File: config.mk
export PLATFORM = sky130hd
export DESIGN_NAME = multibyte_add_sequencer_flat
export DESIGN_NICKNAME = d
export VERILOG_FILES = /design/src/rtl/add_seq_pkg.sv /design/src/rtl/multibyte_add_sequencer_if.sv /design/src/rtl/multibyte_add_sequencer.sv /design/src/flat_wrapper.sv
export SDC_FILE = /design/constraint.sdc
export NUM_CORES = 1
export LEC_CHECK = 0
export BUFFER_PORTS_ARGS = -buffer_cell sky130_fd_sc_hd__buf_4
export CORE_ASPECT_RATIO = 0.6
export CORE_MARGIN = 3
export CORE_UTILIZATION = 40
export DETAILED_ROUTE_END_ITERATION = 16
export PLACE_DENSITY_LB_ADDON = 0.3
export REMOVE_ABC_BUFFERS = 1
export SLEW_MARGIN = 40
export SYNTH_ARGS = -nofsm -noshare
export SYNTH_HDL_FRONTEND = slang
export SYNTH_SLANG_ARGS = --single-unit
File: constraint.sdc
create_clock -name clk -period 2.05 [get_ports clk]
set_input_delay 0.205 -clock clk [delete_from_list [all_inputs] [get_ports clk]]
set_output_delay 0.205 -clock clk [all_outputs]
set_load 0.03 [all_outputs]
File: src/rtl/add_seq_pkg.sv
// Shared types and helpers for the multi-byte add sequencer.
package add_seq_pkg;

    localparam int BYTE_W = 8;

    typedef enum logic [1:0] {
        IDLE = 2'd0,
        RUN  = 2'd1,
        DONE = 2'd2
    } state_e;

    // Byte index width; never narrower than one bit.
    function automatic int idx_width(input int nb);
        return (nb > 1) ? $clog2(nb) : 1;
    endfunction

endpackage

File: src/rtl/multibyte_add_sequencer_if.sv
// Operand/result handshake bundle for multibyte_add_sequencer.
// Optional SEQ_SUB_EN adds the op_sub request bit.
interface multibyte_add_sequencer_if #(
    parameter int NUM_BYTES = 4
);
    localparam int W = add_seq_pkg::BYTE_W * NUM_BYTES;

    logic         in_valid;
    logic         in_ready;
    logic [W-1:0] op_a;
    logic [W-1:0] op_b;
    logic         op_cin;
`ifdef SEQ_SUB_EN
    logic         op_sub;
`endif
    logic         out_valid;
    logic         out_ready;
    logic [W-1:0] result;
    logic         carry_out;

    modport master (
`ifdef SEQ_SUB_EN
        output op_sub,
`endif
        output in_valid, op_a, op_b, op_cin, out_ready,
        input  in_ready, out_valid, result, carry_out
    );

    modport slave (
`ifdef SEQ_SUB_EN
        input  op_sub,
`endif
        input  in_valid, op_a, op_b, op_cin, out_ready,
        output in_ready, out_valid, result, carry_out
    );

endinterface

File: src/rtl/multibyte_add_sequencer.sv
// Feeds an external 8-bit adder one byte per cycle, LSB first, chaining carries.
// Define SEQ_SUB_EN to add op_sub (A - B via inverted B and forced carry-in).
module multibyte_add_sequencer
    import add_seq_pkg::*;
#(
    parameter int NUM_BYTES = 4
) (
    input  logic                             clk,
    input  logic                             rst_n,
    multibyte_add_sequencer_if.slave         bus,
    output logic [BYTE_W-1:0]                add_a,
    output logic [BYTE_W-1:0]                add_b,
    output logic                             add_cin,
    input  logic [BYTE_W-1:0]                add_sum,
    input  logic                             add_cout
);

    localparam int W     = BYTE_W * NUM_BYTES;
    localparam int IDX_W = idx_width(NUM_BYTES);
    localparam logic [IDX_W-1:0] LAST_IDX = IDX_W'(NUM_BYTES - 1);

    localparam logic [1:0] ST_IDLE = IDLE;
    localparam logic [1:0] ST_RUN  = RUN;
    localparam logic [1:0] ST_DONE = DONE;

    logic [1:0]        state_reg;
    logic [IDX_W-1:0]  byte_idx_reg;
    logic              carry_reg;
    logic              carry_out_reg;
    logic [W-1:0]      a_reg;
    logic [W-1:0]      b_reg;
    logic [BYTE_W-1:0] a_bytes   [NUM_BYTES];
    logic [BYTE_W-1:0] b_bytes   [NUM_BYTES];
    logic [BYTE_W-1:0] res_bytes [NUM_BYTES];
    logic              sub_sel;
    logic              run_active;

`ifdef SEQ_SUB_EN
    assign sub_sel = bus.op_sub;
`else
    assign sub_sel = 1'b0;
`endif

    assign run_active = (state_reg == ST_RUN);

    always_ff @(posedge clk or negedge rst_n) begin
        if (!rst_n) begin
            state_reg     <= ST_IDLE;
            byte_idx_reg  <= '0;
            carry_reg     <= 1'b0;
            carry_out_reg <= 1'b0;
            a_reg         <= '0;
            b_reg         <= '0;
        end else begin
            case (state_reg)
                ST_IDLE: begin
                    if (bus.in_valid) begin
                        a_reg        <= bus.op_a;
                        // Subtraction is A + ~B + 1; carry_out then means "no borrow".
                        b_reg        <= sub_sel ? ~bus.op_b : bus.op_b;
                        carry_reg    <= sub_sel ? 1'b1 : bus.op_cin;
                        byte_idx_reg <= '0;
                        state_reg    <= ST_RUN;
                    end
                end
                ST_RUN: begin
                    carry_reg <= add_cout;
                    if (byte_idx_reg == LAST_IDX) begin
                        carry_out_reg <= add_cout;
                        byte_idx_reg  <= '0;
                        state_reg     <= ST_DONE;
                    end else begin
                        byte_idx_reg <= byte_idx_reg + 1'b1;
                    end
                end
                ST_DONE: begin
                    if (bus.out_ready) begin
                        state_reg <= ST_IDLE;
                    end
                end
                default: state_reg <= ST_IDLE;
            endcase
        end
    end

    // Per-lane byte views and result capture; each lane owns its own register.
    generate
        for (genvar gi = 0; gi < NUM_BYTES; gi++) begin : g_lane
            assign a_bytes[gi] = a_reg[gi*BYTE_W +: BYTE_W];
            assign b_bytes[gi] = b_reg[gi*BYTE_W +: BYTE_W];
            assign bus.result[gi*BYTE_W +: BYTE_W] = res_bytes[gi];

            always_ff @(posedge clk or negedge rst_n) begin
                if (!rst_n) begin
                    res_bytes[gi] <= '0;
                end else if (run_active && (byte_idx_reg == IDX_W'(gi))) begin
                    res_bytes[gi] <= add_sum;
                end
            end
        end
    endgenerate

    assign add_a         = run_active ? a_bytes[byte_idx_reg] : '0;
    assign add_b         = run_active ? b_bytes[byte_idx_reg] : '0;
    assign add_cin       = run_active ? carry_reg : 1'b0;
    assign bus.in_ready  = (state_reg == ST_IDLE);
    assign bus.out_valid = (state_reg == ST_DONE);
    assign bus.carry_out = carry_out_reg;

endmodule

File: src/flat_wrapper.sv
// flat-port wrapper written by rule: the top's interface ports become plain ports
module multibyte_add_sequencer_flat import add_seq_pkg::*;
#(
    parameter int NUM_BYTES = 4
)
  (clk, rst_n, add_a, add_b, add_cin, add_sum, add_cout, bus_in_valid, bus_op_a, bus_op_b, bus_op_cin, bus_out_ready, bus_in_ready, bus_out_valid, bus_result, bus_carry_out);
  multibyte_add_sequencer_if #(.NUM_BYTES(NUM_BYTES)) bus_i ();
  input  logic clk;
  input  logic rst_n;
  output logic [BYTE_W-1:0] add_a;
  output logic [BYTE_W-1:0] add_b;
  output logic add_cin;
  input  logic [BYTE_W-1:0] add_sum;
  input  logic add_cout;
  input wire logic [$bits(bus_i.in_valid)-1:0] bus_in_valid;
  input wire logic [$bits(bus_i.op_a)-1:0] bus_op_a;
  input wire logic [$bits(bus_i.op_b)-1:0] bus_op_b;
  input wire logic [$bits(bus_i.op_cin)-1:0] bus_op_cin;
  input wire logic [$bits(bus_i.out_ready)-1:0] bus_out_ready;
  output wire logic [$bits(bus_i.in_ready)-1:0] bus_in_ready;
  output wire logic [$bits(bus_i.out_valid)-1:0] bus_out_valid;
  output wire logic [$bits(bus_i.result)-1:0] bus_result;
  output wire logic [$bits(bus_i.carry_out)-1:0] bus_carry_out;
  assign bus_i.in_valid = bus_in_valid;
  assign bus_i.op_a = bus_op_a;
  assign bus_i.op_b = bus_op_b;
  assign bus_i.op_cin = bus_op_cin;
  assign bus_i.out_ready = bus_out_ready;
  assign bus_in_ready = bus_i.in_ready;
  assign bus_out_valid = bus_i.out_valid;
  assign bus_result = bus_i.result;
  assign bus_carry_out = bus_i.carry_out;
  multibyte_add_sequencer #(.NUM_BYTES(NUM_BYTES)) u_core (.clk(clk), .rst_n(rst_n), .bus(bus_i), .add_a(add_a), .add_b(add_b), .add_cin(add_cin), .add_sum(add_sum), .add_cout(add_cout));
endmodule
==> impl_metrics.tcl, run 1 <==
set metrics [dict create \
    status "finished, final reports clean" \
    fin_crit_sh 0.951 \
    die_x_um 141 \
    path_max_fanout 16 \
    overflow 0 \
    numPortBuffers 129 \
    num_rows 28 \
    vias 2840 \
    final_net_count 507 \
    setup.worst_path.end_class "output pin" \
    layout_min_cycle_time_ns 1.95 \
    gp_congestion 0.728 \
    slew_violations 0 \
    die_h_um 87.1 \
    avgSynthCellArea_um2 15.1 \
    grt_pass1_wl_um 16100 \
    start_util 0.427 \
    firstDrtPassIters 4 \
    cts_tree "done" \
    powerDensity_nw_per_um2 1820 \
    highest_layer "met4" \
    synth_area_leaders "dfrtp_1 (58%), mux2_2 (14%), mux2_1 (11%)" \
    rr_worst_depth 4 \
    area_growth_pct 33.8 \
    grt_max_degree 67 \
    antenna_found_initial 0 \
    hold_path_depth 2 \
    wl_met3_um 809 \
    grt_usage 0.167 \
    cts-root-buf "clkbuf_16" \
    cp_num_buf_inv 1 \
    slowest_delay_ns 0.46 \
    worst_pin_slew_ns 0.579 \
    wl_per_cell_um 17.7 \
    critPathTopFamily "simple AND/OR/NAND/NOR gates" \
    final_cell_mix "buf_4 (134), dfrtp_1 (100), mux2_2 (56)" \
    route.detailed.drc 0 \
    final_common_cell "buf_4" \
    cp.arrival_ns 1.74 \
    viasPerCell 5.03 \
    synth_top_cell_area_share 0.582 \
    required_ns 1.85 \
    yosys.area.top_type "dfrtp_1" \
    synth_cells 291 \
    dieArea_um2 12300 \
    ys_ff_latch 102 \
    hold_viol 0 \
    drt-met1-wl_um 4550 \
    final_antenna_net_count 0 \
    post-place-ws_ns 0.148 \
    ys_types 24 \
    setup_viol 0 \
    crit_path_cell_trace "and2b_4, nand2_8, o22ai_1, buf_4" \
    fmax_ghz 0.513 \
    grt_pass1_vias 3065 \
    yosysWarningCount 0 \
    slew_headroom 0.614 \
    cp_num_cells 4 \
    ctsHtreeMaxLevel 3 \
    drt_iter0_drc 88 \
    clock_latency_ns 0.34 \
    maxCapViolCount 0 \
    synth_area_um2 4390 \
    hp-class "input port to register" \
    crit_type "register to output pin" \
    wirelength_um 10000 \
    finClkSkew_ns 0.00719 \
    placed_area_um2 5510 \
    cts_buffer_depth 2 \
    met2_length_um 4580 \
    core-area_um2 10300 \
    n_antenna_cell 0 \
    path_clk_slew_ns 0.06 \
    io_pins 130 \
    seq_area_frac_synth 0.582 \
    hpwl_um 7270 \
    cts-buffers-inserted 9 \
    start_kind "register" \
    finalInstanceArea_um2 5870 \
    slowest_stage "dfrtp_2" \
    cts.sinks 102 \
    layout-drive-gt1-share 0.509 \
    grt_setup_unrepaired "no" \
    timing.final.ws_setup_ns 0.100 \
    ir_worst_vdd_mv 0.931 \
    power.leakage_nw 2.70 \
]
==> synth_stat cells <==
cell / count
a21oi_1: 1
a22oi_1: 1
and2_1: 1
and2b_1: 1
buf_2: 6
buf_4: 7
buf_6: 1
dfrtp_1: 102
ha_1: 4
inv_1: 3
mux2_1: 41
mux2_2: 56
mux2i_1: 32
nand2_1: 2
nand2_2: 2
nand2_4: 4
nand2b_1: 2
nor2_1: 2
nor3b_2: 1
nor4bb_1: 1
o21ai_0: 2
o21bai_1: 1
o22ai_1: 16
o31ai_1: 2
==> path summary, 6_finish.rpt <==
path / startpoint / endpoint / slack [ns]
setup / recovery: u_core.state_reg[1]$_DFFE_PN0P_ / add_b[7] / 0.10
max in group asynchronous: rst_n / u_core.b_reg[22]$_DFFE_PN0P_ / 0.94
min in group asynchronous: rst_n / u_core.bus.result[13]$_DFFE_PN0P_ / 0.41
hold reg to reg: u_core.a_reg[12]$_DFFE_PN0P_ / u_core.a_reg[12]$_DFFE_PN0P_ / 0.49
setup reg to reg: u_core.byte_idx_reg[0]$_DFFE_PN0P_ / u_core.bus.result[5]$_DFFE_PN0P_ / 0.38
hold / removal: bus_out_ready / u_core.state_reg[1]$_DFFE_PN0P_ / 0.08
==> cell type report <==
type | count | area, um^2
inverters | 3 | 11.3
flip-flops and latches | 102 | 2550
well taps | 135 | 169
clock inverters | 5 | 58.8
repair buffers | 137 | 1060
clock buffers | 11 | 243
multi-input cells | 172 | 1780
fillers | 840 | 4390
==> per-stage QoR <==
| step | hold slack (ns) | power, mW | std cells | TNS [ns] | util |
|---|---|---|---|---|---|
| final | 0.0800 | 10.7 | 565 | 0 | 0.572 |
| after floorplan | -0.0906 | 7.04 | 277 | -110.80 | - |
| after detailed placement | 0.249 | 8.93 | 547 | 0 | 0.537 |
| after global routing | 0.0687 | 11.3 | 565 | 0 | 0.572 |
| after CTS | 0.0692 | 10.7 | 564 | 0 | 0.568 |
| after global placement | 0.246 | 8.75 | 547 | 0 | 0.537 |
==> cells by family (layout without fill, tap and decap cells) <==
group                      after synthesis  after routing  share of synthesized area
AOI/OAI and AO/OA                       23             23                     0.0331
adders and majority gates                4              4                     0.0114
buffers and inverters                   17            156                     0.0240
DFF                                    102            102                      0.582
muxes                                  129            129                      0.322
and+or+nand+nor                         16             16                     0.0277
==> metal layers <==
layer / vias to the layer above / track usage
met5: - / 0
met4: 0 / 0.0317
met3: 8 / 0.0647
met2: 83 / 0.261
met1: 1430 / 0.225
li1: 1319 / -
==> what timing repair did <==
action / in CTS / in global routing
hold endpoints to repair: 41 / 0
hold buffers: 1 / 0
buffers inserted: 0 / 1
endpoints found under the setup margin: 16 / 15
gates resized for setup: 4 / 5
==> power by group <==
| part | internal (mW) | switching, mW |
|---|---|---|
| Combinational | 2.40 | 2.94 |
| Clock | 0.980 | 0.715 |
| Sequential | 3.06 | 0.566 |
| Total | 6.44 | 4.22 |
Power figures use the tool's default switching activity.
==> inputs of run 2 (changes only) <==
--- a/config.mk
+++ b/config.mk
@@ -10,8 +10,10 @@
 export CORE_MARGIN = 3
 export CORE_UTILIZATION = 40
 export DETAILED_ROUTE_END_ITERATION = 16
-export PLACE_DENSITY_LB_ADDON = 0.3
+export GPL_TIMING_DRIVEN = 0
+export PLACE_DENSITY_LB_ADDON = 0.05
 export REMOVE_ABC_BUFFERS = 1
+export SKIP_LAST_GASP = 1
 export SLEW_MARGIN = 40
 export SYNTH_ARGS = -nofsm -noshare
 export SYNTH_HDL_FRONTEND = slang
==> impl_metrics.tcl, run 2 (same netlist as run 1, synthesis figures left out) <==
set metrics [dict create \
    status "finished, final reports clean" \
    fin_hold_ws_ns 0.0722 \
    cts_tree "done" \
    required_ns 1.85 \
    r2r-start "u_core.state_reg[0]$_DFFE_PN0P_" \
    viasPerCell 5.01 \
    core-area_um2 10300 \
    drt_iter0_drc 114 \
    final_common_cell "buf_4" \
    crit_type "register to output pin" \
    drt-met1-wl_um 4480 \
    overflow 0 \
    cts-root-buf "clkbuf_16" \
    powerDensity_nw_per_um2 1800 \
    fmax_ghz 0.507 \
    ir_worst_vdd_mv 0.898 \
    vias 2847 \
    slew_headroom 0.758 \
    dieArea_um2 12300 \
    hpwl_um 7000 \
    slew_violations 0 \
    gp_congestion 0.751 \
    path_clk_slew_ns 0.06 \
    cp_num_cells 4 \
    final_antenna_net_count 0 \
    wirelength_um 9900 \
    cts-buffers-inserted 9 \
    grt_usage 0.169 \
    finClkSkew_ns 0.00853 \
    die_x_um 141 \
    num_rows 28 \
    die_h_um 87.1 \
    setup_viol 0 \
    grt_max_degree 103 \
    path_max_fanout 16 \
    slowest_delay_ns 0.46 \
    dp.cells 548 \
    cts_buffer_depth 2 \
    met2_length_um 4550 \
    numPortBuffers 129 \
    post-place-ws_ns -0.276 \
    grt_pass1_vias 3001 \
    rr_worst_depth 5 \
    maxCapViolCount 0 \
    highest_layer "met4" \
    cp_num_buf_inv 1 \
    start_kind "register" \
    hold_viol 0 \
    fin_crit_sh 0.963 \
    setup_tns_ns 0 \
    io_pins 130 \
    n_antenna_cell 0 \
    fin_util 0.575 \
    clock_latency_ns 0.34 \
    final_net_count 510 \
    area_growth_pct 34.6 \
    firstDrtPassIters 6 \
    route.detailed.drc 0 \
    antenna_found_initial 0 \
    critPathTopFamily "simple AND/OR/NAND/NOR gates" \
    grt_setup_unrepaired "no" \
    ctsHtreeMaxLevel 3 \
    setup.worst_path.end_class "output pin" \
    worst_pin_slew_ns 0.364 \
    wl_per_cell_um 17.4 \
    cts.sinks 102 \
    timing.final.ws_setup_ns 0.0762 \
    wl_met3_um 819 \
    hp-class "input port to register" \
    crit_start "u_core.state_reg[1]$_DFFE_PN0P_" \
    layout-drive-gt1-share 0.510 \
    endpoint "add_a[4]" \
    final_cells 568 \
    grt_pass1_wl_um 16000 \
    hold_path_depth 2 \
    reg2reg_to "u_core.b_reg[11]$_DFFE_PN0P_" \
    layout_min_cycle_time_ns 1.97 \
    cp.arrival_ns 1.77 \
    final_cell_mix "buf_4 (131), dfrtp_1 (100), mux2_2 (56)" \
    reg2reg_slack_ns 0.24 \
    start_util 0.427 \
    power.leakage_nw 2.73 \
    slowest_stage "dfrtp_2" \
    crit_path_cell_trace "and2b_4, nand2_4, o22ai_1, buf_4" \
]
## run 2: changes by cell type in the layout (fill, tap and decap cells not counted), sizes merged
cell | previous run | this run
buf | 136 | 139
## run 2: layout make-up
| class | count | area, um^2 |
|---|---|---|
| fillers | 854 | 4360 |
| flip-flops and latches | 102 | 2560 |
| multi-input cells | 172 | 1750 |
| repair buffers | 140 | 1110 |
| clock buffers | 11 | 243 |
| well taps | 135 | 169 |
| clock inverters | 5 | 58.8 |
| inverters | 3 | 11.3 |
## run 2: layer usage
| layer | up-vias | GRT usage |
|---|---|---|
| met3 | 4 | 0.0669 |
| met4 | 0 | 0.0457 |
| li1 | 1336 | - |
| met1 | 1422 | 0.227 |
| met2 | 85 | 0.259 |
| met5 | - | 0 |
## run 2: through the flow
step	area [um^2]	power [mW]
floorplan	4290	7.04
global placement	5430	8.73
detailed placement	5530	8.94
CTS	5870	10.8
global route	5910	11.3
finish	5910	10.6
## run 2: how the worst min path moves through the flow
stage	from	endpoint	slack, ns
floorplan	rst_n	u_core.a_reg[0]$_DFFE_PN0P_	-0.09
detailed placement	rst_n	u_core.bus.result[12]$_DFFE_PN0P_	0.30
CTS	bus_out_ready	u_core.state_reg[1]$_DFFE_PN0P_	0.06
finish	bus_out_ready	u_core.state_reg[1]$_DFFE_PN0P_	0.07
global placement	bus_out_ready	u_core.state_reg[1]$_DFFE_PN0P_	0.41
global route	bus_op_a[22]	u_core.a_reg[22]$_DFFE_PN0P_	0.06
## run 2: power by group
group          switching, mW  internal (mW)  total (mW)  leakage, nW
sequential             0.603           3.06        3.67         1.19
clock                  0.711          0.979        1.69        0.142
combinational           2.86           2.42        5.28         1.39
## run 2: repair_timing
| action | 4_1_cts | 5_1_grt |
|---|---|---|
| hold endpoints to repair | 102 | 0 |
| hold buffers | 1 | 0 |
| buffers inserted | 2 | 1 |
| pin swaps | 1 | 1 |
| resized for setup | 4 | 3 |
| endpoints found under the setup margin | 34 | 24 |
==> inputs of run 3 (changes only) <==
--- a/config.mk
+++ b/config.mk
@@ -10,7 +10,6 @@
 export CORE_MARGIN = 3
 export CORE_UTILIZATION = 40
 export DETAILED_ROUTE_END_ITERATION = 16
-export GPL_TIMING_DRIVEN = 0
 export PLACE_DENSITY_LB_ADDON = 0.05
 export REMOVE_ABC_BUFFERS = 1
 export SKIP_LAST_GASP = 1
==> impl_metrics.tcl, run 3 (same netlist as run 1, synthesis figures left out) <==
set metrics [dict create \
    grt_use_met3 0.0625 \
    final_antenna_net_count 0 \
    grt_busiest_layer "met1" \
    setup_viol 0 \
    path_clk_slew_ns 0.07 \
    required_ns 1.85 \
    worst_pin_slew_ns 0.385 \
    crit_type "register to output pin" \
    core-area_um2 10300 \
    firstDrtPassIters 4 \
    layout-drive-gt1-share 0.509 \
    cts_buffer_depth 2 \
    die_x_um 141 \
    clock_latency_ns 0.34 \
    fin_hold_ws_ns 0.0767 \
    hold_viol 0 \
    area_growth_pct 34.0 \
    gp_congestion 0.757 \
    viasPerCell 4.99 \
    powerDensity_nw_per_um2 1810 \
    final_common_cell "buf_4" \
    fin_util 0.573 \
    start_util 0.427 \
    hpwl_um 7110 \
    n_fill_cell 892 \
    path_max_fanout 16 \
    wl_per_cell_um 17.2 \
    route.detailed.drc 0 \
    cts_setup_buffers 0 \
    fmax_ghz 0.529 \
    n_antenna_cell 0 \
    maxCapViolCount 0 \
    finClkSkew_ns 0.00703 \
    setup.worst_path.end_class "output pin" \
    final_net_count 509 \
    grt_usage 0.165 \
    reg2reg_slack_ns 0.40 \
    cts-root-buf "clkbuf_16" \
    num_rows 28 \
    wirelength_um 9770 \
    drt_iter0_drc 130 \
    slew_violations 0 \
    grt_setup_unrepaired "no" \
    grt_max_degree 67 \
    slew_headroom 0.744 \
    grtUsageMet2 0.232 \
    power_mw 10.7 \
    cts_tree "done" \
    antenna_found_initial 0 \
    ir_worst_vdd_mv 0.913 \
    dieArea_um2 12300 \
    cts-buffers-inserted 9 \
    die_h_um 87.1 \
    cp.arrival_ns 1.69 \
    grt_pass1_vias 2985 \
    met1_usage 0.236 \
    status "finished, final reports clean" \
    overflow 0 \
    ctsHtreeMaxLevel 3 \
    final_cell_mix "buf_4 (136), dfrtp_1 (100), mux2_2 (56)" \
    start_kind "register" \
    io_pins 130 \
    grt_pass1_wl_um 15600 \
    numPortBuffers 129 \
    cts.sinks 102 \
    hp-class "input port to register" \
    layout_min_cycle_time_ns 1.89 \
    fin_crit_sh 0.922 \
    vias 2831 \
    power.leakage_nw 2.72 \
]
-- run 3: cell count changes in the layout (fill, tap and decap cells not counted), sizes merged --
cell / change
bufinv: +1
clkbuf: -1
buf: -1
-- run 3: layout make-up --
class	count	area (um^2)	share of cell area
clock buffer	10	239	0.0407
clock inverter	6	85.1	0.0145
inverter	3	11.3	0.00192
multi-input combinational	172	1750	0.297
sequential	102	2550	0.435
tap	135	169	0.0287
timing repair buffer	139	1070	0.182
-- run 3: worst max-delay path, stage by stage (launching register included) --
cell and delay, ns:
dfrtp_2 0.45, and2b_4 0.26, nand2_4 0.19, o22ai_1 0.25, buf_4 0.19
-- run 3: metal layers --
metal,share of wire,vias to the layer above
li1,-,1336
met1,0.50,1409
met2,0.42,79
met3,0.073,7
met4,0.0095,0
met5,0,-
-- run 3: worst paths after layout --
| path | from | endpoint | cells past startpoint |
|---|---|---|---|
| max in group asynchronous | rst_n | u_core.state_reg[0]$_DFFE_PN0P_ | 3 |
| max reg2reg | u_core.state_reg[1]$_DFFE_PN0P_ | u_core.b_reg[22]$_DFFE_PN0P_ | 4 |
| min in group asynchronous | rst_n | u_core.bus.result[12]$_DFFE_PN0P_ | 2 |
| min reg2reg | u_core.a_reg[1]$_DFFE_PN0P_ | u_core.a_reg[1]$_DFFE_PN0P_ | 1 |
| min | bus_op_b[29] | u_core.b_reg[29]$_DFFE_PN0P_ | 2 |
| max | u_core.state_reg[0]$_DFFE_PN0P_ | add_b[6] | 4 |
-- run 3: stage by stage --
stage          setup TNS (ns)  cells  setup slack, ns  cell area, um^2
3_5_place_dp                0    550            0.196             5530
2_1_floorplan         -110.80    277            -1.61             4290
3_3_place_gp                0    550            0.286             5530
6_report                    0    567            0.159             5880
4_1_cts                     0    567           0.0256             5880
5_1_grt                     0    567           0.0592             5880
-- run 3: report_power, final --
group          total, mW  switching [mW]  leakage, nW  internal, mW
Sequential          3.60           0.540         1.20          3.06
Clock               1.82           0.727        0.154          1.10
Combinational       5.23            2.86         1.38          2.37
-- run 3: timing repair --
item / CTS / global route
gates resized for setup: 3 / 2
hold buffers: 1 / 0
endpoints found under the hold margin: 22 / 0
endpoints found under the setup margin: 16 / 16
